===== src/rtl/mc_controller.sv =====
// Multicycle MIPS control FSM: sequences fetch/decode/execute over a shared ALU and one memory port.
// Build option MEM_WAIT_EN: when defined, memory states wait for mem_ready; otherwise each access takes one cycle.
module mc_controller #(
    parameter int STATE_W = 4
) (
    input  logic               clk,
    input  logic               reset,
    input  logic [5:0]         op,
    input  logic [5:0]         funct,
    input  logic               zero,
    input  logic               mem_ready,
    output logic               mem_req,
    output logic               iord,
    output logic               irwrite,
    output logic               memwrite,
    output logic               pcen,
    output logic [1:0]         pcsrc,
    output logic               alusrca,
    output logic [1:0]         alusrcb,
    output logic [3:0]         alucontrol,
    output logic               regwrite,
    output logic               regdst,
    output logic               memtoreg,
    output logic               lbu,
    output logic               link,
    output logic               illegal,
    output logic [STATE_W-1:0] state
);

    localparam logic [5:0] OP_RTYPE = 6'b000000;
    localparam logic [5:0] OP_J     = 6'b000010;
    localparam logic [5:0] OP_JAL   = 6'b000011;
    localparam logic [5:0] OP_BEQ   = 6'b000100;
    localparam logic [5:0] OP_BNE   = 6'b000101;
    localparam logic [5:0] OP_ADDI  = 6'b001000;
    localparam logic [5:0] OP_ORI   = 6'b001101;
    localparam logic [5:0] OP_LW    = 6'b100011;
    localparam logic [5:0] OP_LBU   = 6'b100100;
    localparam logic [5:0] OP_SW    = 6'b101011;

    localparam logic [5:0] FN_JR    = 6'b001000;
    localparam logic [5:0] FN_ADD   = 6'b100000;
    localparam logic [5:0] FN_SUB   = 6'b100010;
    localparam logic [5:0] FN_AND   = 6'b100100;
    localparam logic [5:0] FN_OR    = 6'b100101;
    localparam logic [5:0] FN_SLT   = 6'b101010;

    localparam logic [3:0] ALU_AND  = 4'b0000;
    localparam logic [3:0] ALU_OR   = 4'b0001;
    localparam logic [3:0] ALU_ADD  = 4'b0010;
    localparam logic [3:0] ALU_SUB  = 4'b0110;
    localparam logic [3:0] ALU_SLT  = 4'b0111;

    typedef enum logic [3:0] {
        S_FETCH  = 4'd0,
        S_DECODE = 4'd1,
        S_MEMADR = 4'd2,
        S_MEMRD  = 4'd3,
        S_MEMWB  = 4'd4,
        S_MEMWR  = 4'd5,
        S_RTEX   = 4'd6,
        S_RTWB   = 4'd7,
        S_BREX   = 4'd8,
        S_IMMEX  = 4'd9,
        S_IMMWB  = 4'd10,
        S_JEX    = 4'd11,
        S_JREX   = 4'd12
    } state_t;

    typedef struct packed {
        logic       mem_req;
        logic       iord;
        logic       irwrite;
        logic       memwrite;
        logic       pcwrite;
        logic       branch;
        logic [1:0] pcsrc;
        logic       alusrca;
        logic [1:0] alusrcb;
        logic [3:0] alucontrol;
        logic       regwrite;
        logic       regdst;
        logic       memtoreg;
        logic       lbu;
        logic       link;
        logic       illegal;
    } ctrl_t;

    state_t cur, nxt;
    ctrl_t  c;
    logic   rdy;
    logic   ne;

`ifdef MEM_WAIT_EN
    assign rdy = mem_ready;
`else
    logic unused_mem_ready;
    assign unused_mem_ready = mem_ready;
    assign rdy = 1'b1;
`endif

    assign ne = (op == OP_BNE);

    always_ff @(posedge clk or negedge reset) begin
        if (!reset) cur <= S_FETCH;
        else        cur <= nxt;
    end

    always_comb begin
        nxt = S_FETCH;
        c   = '0;
        case (cur)
            S_FETCH: begin
                c.mem_req    = 1'b1;
                c.alusrcb    = 2'b01;
                c.alucontrol = ALU_ADD;
                if (rdy) begin
                    c.irwrite = 1'b1;
                    c.pcwrite = 1'b1;
                    nxt       = S_DECODE;
                end else begin
                    nxt = S_FETCH;
                end
            end
            S_DECODE: begin
                // ALU precomputes the branch target while the opcode is decoded
                c.alusrcb    = 2'b11;
                c.alucontrol = ALU_ADD;
                case (op)
                    OP_LW, OP_LBU, OP_SW: nxt = S_MEMADR;
                    OP_RTYPE:             nxt = (funct == FN_JR) ? S_JREX : S_RTEX;
                    OP_BEQ, OP_BNE:       nxt = S_BREX;
                    OP_ADDI, OP_ORI:      nxt = S_IMMEX;
                    OP_J, OP_JAL:         nxt = S_JEX;
                    default: begin
                        c.illegal = 1'b1;
                        nxt       = S_FETCH;
                    end
                endcase
            end
            S_MEMADR: begin
                c.alusrca    = 1'b1;
                c.alusrcb    = 2'b10;
                c.alucontrol = ALU_ADD;
                nxt          = (op == OP_SW) ? S_MEMWR : S_MEMRD;
            end
            S_MEMRD: begin
                c.mem_req = 1'b1;
                c.iord    = 1'b1;
                nxt       = rdy ? S_MEMWB : S_MEMRD;
            end
            S_MEMWB: begin
                c.regwrite = 1'b1;
                c.memtoreg = 1'b1;
                c.lbu      = (op == OP_LBU);
                nxt        = S_FETCH;
            end
            S_MEMWR: begin
                c.mem_req  = 1'b1;
                c.iord     = 1'b1;
                c.memwrite = 1'b1;
                nxt        = rdy ? S_FETCH : S_MEMWR;
            end
            S_RTEX: begin
                c.alusrca = 1'b1;
                nxt       = S_RTWB;
                case (funct)
                    FN_ADD:  c.alucontrol = ALU_ADD;
                    FN_SUB:  c.alucontrol = ALU_SUB;
                    FN_AND:  c.alucontrol = ALU_AND;
                    FN_OR:   c.alucontrol = ALU_OR;
                    FN_SLT:  c.alucontrol = ALU_SLT;
                    default: begin
                        c.alucontrol = ALU_ADD;
                        c.illegal    = 1'b1;
                        nxt          = S_FETCH;
                    end
                endcase
            end
            S_RTWB: begin
                c.regwrite = 1'b1;
                c.regdst   = 1'b1;
                nxt        = S_FETCH;
            end
            S_BREX: begin
                c.alusrca    = 1'b1;
                c.alucontrol = ALU_SUB;
                c.pcsrc      = 2'b01;
                c.branch     = 1'b1;
                nxt          = S_FETCH;
            end
            S_IMMEX: begin
                c.alusrca    = 1'b1;
                c.alusrcb    = 2'b10;
                c.alucontrol = (op == OP_ORI) ? ALU_OR : ALU_ADD;
                nxt          = S_IMMWB;
            end
            S_IMMWB: begin
                c.regwrite = 1'b1;
                nxt        = S_FETCH;
            end
            S_JEX: begin
                c.pcsrc    = 2'b10;
                c.pcwrite  = 1'b1;
                c.link     = (op == OP_JAL);
                c.regwrite = (op == OP_JAL);
                nxt        = S_FETCH;
            end
            S_JREX: begin
                c.pcsrc   = 2'b11;
                c.pcwrite = 1'b1;
                nxt       = S_FETCH;
            end
            default: nxt = S_FETCH;
        endcase
    end

    // Reset forces a quiet control word so no enable can fire while the core is held
    always_comb begin
        mem_req    = c.mem_req;
        iord       = c.iord;
        irwrite    = c.irwrite;
        memwrite   = c.memwrite;
        pcen       = c.pcwrite | (c.branch & (zero ^ ne));
        pcsrc      = c.pcsrc;
        alusrca    = c.alusrca;
        alusrcb    = c.alusrcb;
        alucontrol = c.alucontrol;
        regwrite   = c.regwrite;
        regdst     = c.regdst;
        memtoreg   = c.memtoreg;
        lbu        = c.lbu;
        link       = c.link;
        illegal    = c.illegal;
        if (!reset) begin
            mem_req    = 1'b0;
            iord       = 1'b0;
            irwrite    = 1'b0;
            memwrite   = 1'b0;
            pcen       = 1'b0;
            pcsrc      = 2'b00;
            alusrca    = 1'b0;
            alusrcb    = 2'b00;
            alucontrol = ALU_ADD;
            regwrite   = 1'b0;
            regdst     = 1'b0;
            memtoreg   = 1'b0;
            lbu        = 1'b0;
            link       = 1'b0;
            illegal    = 1'b0;
        end
    end

    assign state = STATE_W'(cur);

endmodule


===== config.mk =====
export PLATFORM = sky130hd
export DESIGN_NAME = mc_controller
export DESIGN_NICKNAME = d
export VERILOG_FILES = /design/src/rtl/mc_controller.sv
export SDC_FILE = /design/constraint.sdc
export NUM_CORES = 1
export LEC_CHECK = 0
export ABC_AREA = 1
export CORE_ASPECT_RATIO = 1.4
export CORE_UTILIZATION = 34
export DETAILED_ROUTE_END_ITERATION = 12
export PLACE_DENSITY = 0.84
export RECOVER_POWER = 100
export SYNTH_ARGS = -nofsm -noshare
export SYNTH_HDL_FRONTEND = slang
export SYNTH_SLANG_ARGS = --single-unit

===== constraint.sdc =====
create_clock -name clk -period 1.7 [get_ports clk]
set_clock_uncertainty 0.05 [all_clocks]
set_input_delay 0.51 -clock clk [delete_from_list [all_inputs] [get_ports clk]]
set_output_delay 0.51 -clock clk [all_outputs]
set_load 0.05 [all_outputs]

==> impl_metrics.env, run 1 <==
export IMPL_ctsResizeCount=145
export IMPL_io_buffers=37
export IMPL_initial_core_util=0.3626
export IMPL_cts_htree_levels=1
export IMPL_cts_buffer_depth=2
export IMPL_netlist_area_um2=706.9
export IMPL_syn_nets=156
export IMPL_hpwl_um=3438
export IMPL_syn_area_per_cell_um2=5.049
export IMPL_io_pins=40
export IMPL_place_ws_ns=-0.8771
export IMPL_globalplace_congestion=0.9145
export IMPL_die_x_um=40.54
export IMPL_yosysSeqAreaShare=0.1416
export IMPL_cts_sinks=4
export IMPL_ctsHoldBuffers=0
export IMPL_haltStage="clock tree synthesis"
export IMPL_syn_instance_count=140
export IMPL_synth_seq_cells=4
export IMPL_error_line="[ERROR DPL-0038] Utilization greater than 100%, impossible to legalize"
export IMPL_post_cts_buffers=25
export IMPL_die_h_um=55.95
export IMPL_fp_row_count=19
export IMPL_yosys_warnings=0
export IMPL_synth_distinct_cells=17
export IMPL_numCtsBuffers=3
export IMPL_status="did not finish"
export IMPL_cts_root_buf="clkbuf_4"
per-stage QoR:
stage	cell area [um^2]	instances
2_1_floorplan	850.8	140
3_3_place_gp	1826	244
3_5_place_dp	1826	244
cells by family after synthesis:
family / count (synthesis) / share of synthesized area
AO/OA/AOI/OAI: 17 / 0.1345
buffers and inverters: 28 / 0.1540
flip-flops: 4 / 0.1416
other: 1 / 0.005305
AND/OR/NAND/NOR: 90 / 0.5646
Yosys cell counts (all sizes together):
cell type	n	area (um^2)
a21oi	5	25.02
a31o	1	8.760
a31oi	3	18.77
buf	1	7.510
clkbuf	1	3.750
conb	1	3.750
dfrtp	4	100.1
inv	26	97.59
nand2	21	78.83
nand3	19	95.09
nand4	6	37.54
nor2	36	147.6
nor3	8	40.04
o21a	1	7.510
o21ai	7	35.03
==> run 2: changes to the inputs <==
Settings changed: CORE_AREA set to 2 2 63 65, CORE_ASPECT_RATIO 1.4 to unset, CORE_UTILIZATION 34 to unset, DIE_AREA set to 0 0 65 67, PLACE_DENSITY 0.84 to unset, PLACE_DENSITY_LB_ADDON set to 0.15.
Clock period 1.7 ns to 2.2 ns, I/O delays scaled along.
==> run 2 against run 1 <==
Compared with the run above:
- the flow now finishes, with violations (negative setup slack)
- synthesized cell count unchanged
- area after synthesis unchanged
==> impl_metrics.env, run 2 <==
export IMPL_status="finished, violations left"
export IMPL_violations="negative setup slack"
export IMPL_yosysSeqAreaShare=0.1416
export IMPL_cp_start_kind="input port"
export IMPL_place_ws_ns=-0.6730
export IMPL_cts_tree="yes"
export IMPL_relSlewSlack=0.6070
export IMPL_clk_pin_slew_ns=0.03
export IMPL_synth_area_leaders="nor2_1, dfrtp_1, inv_1, nand3_1, nand2_1"
export IMPL_hpwl_um=2596
export IMPL_synth_edff_count=0
export IMPL_ys_async_sr_fraction=1.000
export IMPL_diodes=0
export IMPL_cts_buffer_depth=2
export IMPL_ant_nets=0
export IMPL_grt_pass1_wl_um=5540
export IMPL_syn_nets=156
export IMPL_powerDensity_nw_per_um2=936.3
export IMPL_syn_to_final_growth_pct=196.8
export IMPL_synth_top_cell_area_share=0.1752
export IMPL_drive_gt1_frac=0.7195
export IMPL_cts_htree_levels=1
export IMPL_hold_path_class="in2async"
export IMPL_fp_row_count=22
export IMPL_ir_drop_mv=0.4352
export IMPL_setup_viol=9
export IMPL_synth_main_ff_cell="dfrtp_1"
export IMPL_final_max_slew_violation_count=0
export IMPL_drt_initial_drc_count=21
export IMPL_grt_max_degree=8
export IMPL_timing_final_crit_share=1.059
export IMPL_postLayoutSetupSlackWorst_ns=-0.1301
export IMPL_drv_cap=0
export IMPL_rsz0062_at_grt="true"
export IMPL_synth_distinct_cells=17
export IMPL_end_kind="output pin"
export IMPL_die_x_um=65
export IMPL_layout_common_cells="buf_4, buf_12, nor2_4"
export IMPL_final_common_cell="buf_4"
export IMPL_crit_arrival_ns=1.62
export IMPL_max_freq_ghz=0.4292
export IMPL_crit_fanout=4
export IMPL_netlist_area_um2=706.9
export IMPL_place_inst=252
export IMPL_num_vias=1232
export IMPL_nFillCells=314
export IMPL_io_pins=40
export IMPL_antenna_found_initial=0
export IMPL_dieArea_um2=4355
export IMPL_synth_seq_cells=4
export IMPL_via_per_inst=4.580
export IMPL_reg2reg_to="state[0]"
export IMPL_grt_total_usage=0.1625
export IMPL_numCtsBuffers=3
export IMPL_final_nets=239
export IMPL_leakagePower_nw=0.9040
export IMPL_grt_pass1_vias=1256
export IMPL_synth_commonest_cells="nor2_1, inv_1, nand2_1, nand3_1, nor3_1"
export IMPL_critPathLaunch="op[5]"
export IMPL_drt_total_wl_um=3399
export IMPL_setup_tns_ns=-0.6427
export IMPL_fp_coreArea_um2=3606
export IMPL_globalplace_congestion=0.8585
export IMPL_firstDrtPassIters=4
export IMPL_period_minus_slack_ns=2.330
export IMPL_initial_core_util=0.1960
export IMPL_syn_area_per_cell_um2=5.049
export IMPL_grt_overflow=0
export IMPL_final_cells=269
export IMPL_ff2ff_setup_slack_ns=0.82
export IMPL_insertion_delay_ns=0.22
export IMPL_avgRoutedWirePerCell_um=12.64
export IMPL_yosys_warnings=0
export IMPL_yosysMostFrequentCell="nor2_1"
export IMPL_reg2reg_depth=6
export IMPL_synth_top_cell_by_area="nor2_1"
export IMPL_largest_reg_flops=4
export IMPL_cts_sinks=4
export IMPL_drcViolationCount=0
export IMPL_worst_pin_slew_ns=0.5920
export IMPL_ctsHoldBuffers=0
export IMPL_crit_type="in2out"
export IMPL_die_h_um=67
export IMPL_syn_instance_count=140
export IMPL_cts_root_buf="clkbuf_8"
export IMPL_final_hold_viol_count=0
export IMPL_reg2reg_from="state[3]"
export IMPL_io_buffers=37
export IMPL_required_ns=1.49
-- run 2: final cells by class --
cell class | instances | area (um^2) | area share
clock buffer | 3 | 41.29 | 0.01968
inverter | 26 | 118.9 | 0.05665
sequential | 4 | 105.1 | 0.05009
tap | 48 | 60.06 | 0.02862
timing repair buffer | 80 | 879.6 | 0.4192
multi-input combinational | 108 | 893.4 | 0.4258
-- run 2: metrics by stage --
step | utilization | hold slack, ns | power (mW) | cell area [um^2]
2_1_floorplan | - | 0.3144 | 1.003 | 928.4
3_3_place_gp | 0.4761 | 0.6614 | 1.574 | 1717
3_5_place_dp | 0.4761 | 0.6755 | 1.591 | 1717
4_1_cts | 0.5364 | 0.3700 | 1.872 | 1934
5_1_grt | 0.5819 | 0.3386 | 2.067 | 2098
6_report | 0.5819 | 0.3255 | 1.965 | 2098
-- run 2: logic make-up (layout without fill, tap and decap cells) --
kind of cell           Yosys count  count (layout)  synth area share
flip-flops                       4               4            0.1416
AND/OR/NAND/NOR                 90              90            0.5646
other                            1               1          0.005305
AO/OA/AOI/OAI                   17              17            0.1345
buffers and inverters           28             109            0.1540
-- run 2: worst max path at each step --
| stage | endpoint | cells past startpoint |
|---|---|---|
| global route | illegal | 9 |
| global placement | alucontrol[0] | 8 |
| floorplan | pcen | 5 |
| finish | regwrite | 7 |
| CTS | illegal | 8 |
| detailed placement | alucontrol[1] | 8 |
-- run 2: power breakdown --
group	total, mW	switching (mW)	internal (mW)
logic	1.64	0.966	0.672
clock network	0.160	0.0426	0.117
registers	0.167	0.0585	0.109
-- run 2: what timing repair did --
item / CTS / global route
setup buffers: 9 / 5
setup endpoints to repair: 19 / 13
resized for setup: 102 / 42
pin swaps: 17 / 18
-- run 2: critical path, stage by stage --
cell	delay, ns
buf_8	0.10
nor2_4	0.14
buf_6	0.15
nand3_2	0.10
buf_6	0.15
o21ai_4	0.13
buf_6	0.17
-- run 2: layer usage --
layer | routed length (um) | up-vias | global-route usage
met2 | 1988 | 29 | 0.3286
li1 | - | 621 | -
met1 | 1253 | 576 | 0.1645
met4 | 50 | 0 | 0.06649
met3 | 107 | 6 | 0.02196
met5 | 0 | - | 0
Note: power is estimated with default switching activity, not from simulation.
==> run 3: changes to the inputs <==
Settings changed: TNS_END_PERCENT set to 30.
==> run 3 against run 2 <==
Compared with the run above:
- routed wire length down 10%
- sequential cell count unchanged
- power down 11%
- critical path depth unchanged
- clock-buffer cell count unchanged
- the run still ends with negative setup slack left
- combinational power down 13%
==> impl_metrics.env, run 3 (same netlist as run 2, synthesis figures left out) <==
export IMPL_grt_overflow=0
export IMPL_place_ws_ns=-0.6544
export IMPL_die_x_um=65
export IMPL_worst_pin_slew_ns=0.6087
export IMPL_relSlewSlack=0.5959
export IMPL_cts_sinks=4
export IMPL_cts_htree_levels=1
export IMPL_status="finished, violations left"
export IMPL_clk_pin_slew_ns=0.03
export IMPL_hpwl_um=2432
export IMPL_grt_pass1_wl_um=4974
export IMPL_cts_root_buf="clkbuf_8"
export IMPL_crit_fanout=6
export IMPL_end_kind="output pin"
export IMPL_reg2reg_from="state[3]"
export IMPL_timing_final_crit_share=1.053
export IMPL_reg2reg_depth=6
export IMPL_ir_drop_mv=0.2932
export IMPL_crit_arrival_ns=1.61
export IMPL_grt_max_degree=9
export IMPL_hold_path_class="in2async"
export IMPL_internal_power_uw=787.6
export IMPL_setup_tns_ns=-0.5945
export IMPL_rsz0062_at_grt="true"
export IMPL_layout_common_cells="buf_4, buf_12, nand2_1"
export IMPL_final_hold_viol_count=0
export IMPL_avgRoutedWirePerCell_um=11.86
export IMPL_numCtsBuffers=3
export IMPL_p_switching_uw=967.1
export IMPL_final_max_slew_violation_count=0
export IMPL_critPathLaunch="op[5]"
export IMPL_insertion_delay_ns=0.22
export IMPL_via_per_inst=4.572
export IMPL_drt_total_wl_um=3047
export IMPL_num_vias=1175
export IMPL_max_freq_ghz=0.4318
export IMPL_globalplace_congestion=0.8611
export IMPL_powerDensity_nw_per_um2=937.5
export IMPL_setup_viol=9
export IMPL_place_inst=249
export IMPL_violations="negative setup slack"
export IMPL_diodes=0
export IMPL_ant_nets=0
export IMPL_final_cells=257
export IMPL_swShare=0.5511
export IMPL_final_nets=227
export IMPL_io_pins=40
export IMPL_drv_cap=0
export IMPL_ctsHoldBuffers=0
export IMPL_period_minus_slack_ns=2.316
export IMPL_antenna_found_initial=0
export IMPL_drcViolationCount=0
export IMPL_die_h_um=67
export IMPL_cp_start_kind="input port"
export IMPL_power_mw=1.755
export IMPL_crit_type="in2out"
export IMPL_drive_gt1_frac=0.6364
export IMPL_dieArea_um2=4355
export IMPL_final_common_cell="buf_4"
export IMPL_postLayoutSetupSlackWorst_ns=-0.1161
export IMPL_cts_tree="yes"
export IMPL_grt_pass1_vias=1127
export IMPL_ff2ff_setup_slack_ns=0.88
export IMPL_placed_area_um2=1650
export IMPL_initial_core_util=0.1960
export IMPL_cts_buffer_depth=2
export IMPL_pwr_share_comb=0.818
export IMPL_fp_coreArea_um2=3606
export IMPL_syn_to_final_growth_pct=164.8
export IMPL_grt_total_usage=0.1455
export IMPL_required_ns=1.49
export IMPL_p_seq_frac=0.093
export IMPL_io_buffers=37
export IMPL_firstDrtPassIters=4
export IMPL_reg2reg_to="state[2]"
export IMPL_largest_reg_flops=4
export IMPL_postLayoutCellArea_um2=1872
export IMPL_drt_initial_drc_count=32
export IMPL_p_clk_frac=0.089
export IMPL_fp_row_count=22
export IMPL_leakagePower_nw=0.8196
export IMPL_worstSetupEndpoint="pcen"
run 3: cell count changes in the layout (fill, tap and decap cells not counted), moves of 4 or more:
cell,delta
nor2_4,-4
inv_2,+4
nand3_1,+6
buf_4,-15
run 3: final cells by class:
class                   count  area, um^2
repair buffers             68       780.7
well taps                  48       60.06
fillers                   356        1734
multi-input cells         108       772.0
flip-flops and latches      4       105.1
inverters                  26       112.6
clock buffers               3       41.29
run 3: timing repair:
| action | in CTS | in global routing |
|---|---|---|
| resized for setup | 119 | 6 |
| setup buffers | 3 | 2 |
| setup endpoints to repair | 19 | 13 |
| pin swaps | 24 | 7 |
run 3: worst min-delay path by stage:
stage / endpoint / slack (ns) / depth (start not counted)
floorplan: state[0] / 0.31 / 0
global placement: state[0] / 0.67 / 3
detailed placement: state[0] / 0.66 / 3
CTS: state[3] / 0.36 / 2
global route: state[3] / 0.45 / 2
finish: state[3] / 0.43 / 2
run 3: critical path, cell delays in order:
cell and delay [ns]:
buf_8 0.10, nor2_4 0.23, buf_6 0.14, a31o_4 0.12
nand4_1 0.12, nand2_4 0.10, buf_12 0.13
run 3: per-stage QoR:
step,util,hold slack [ns]
after floorplan,-,0.3144
after global placement,0.4577,0.6681
after detailed placement,0.4577,0.6584
after CTS,0.5146,0.3567
after global routing,0.5191,0.4515
final,0.5191,0.4347
run 3: power groups by stage:
stage	Sequential, mW	Combinational (mW)	Clock [mW]
finish	0.163	1.43	0.157
global route	0.170	1.52	0.168
CTS	0.158	1.45	0.159
detailed placement	0.160	1.37	0
global placement	0.159	1.37	0
floorplan	0.251	0.713	0
run 3: layer usage:
layer / global-route usage / wire length, um / vias to the layer above / share of wire
li1: - / - / 605 / -
met1: 0.1709 / 1249 / 518 / 0.41
met2: 0.2732 / 1515 / 46 / 0.50
met3: 0.02027 / 214 / 6 / 0.070
met4: 0.03989 / 68 / 0 / 0.022
met5: 0 / 0 / - / 0
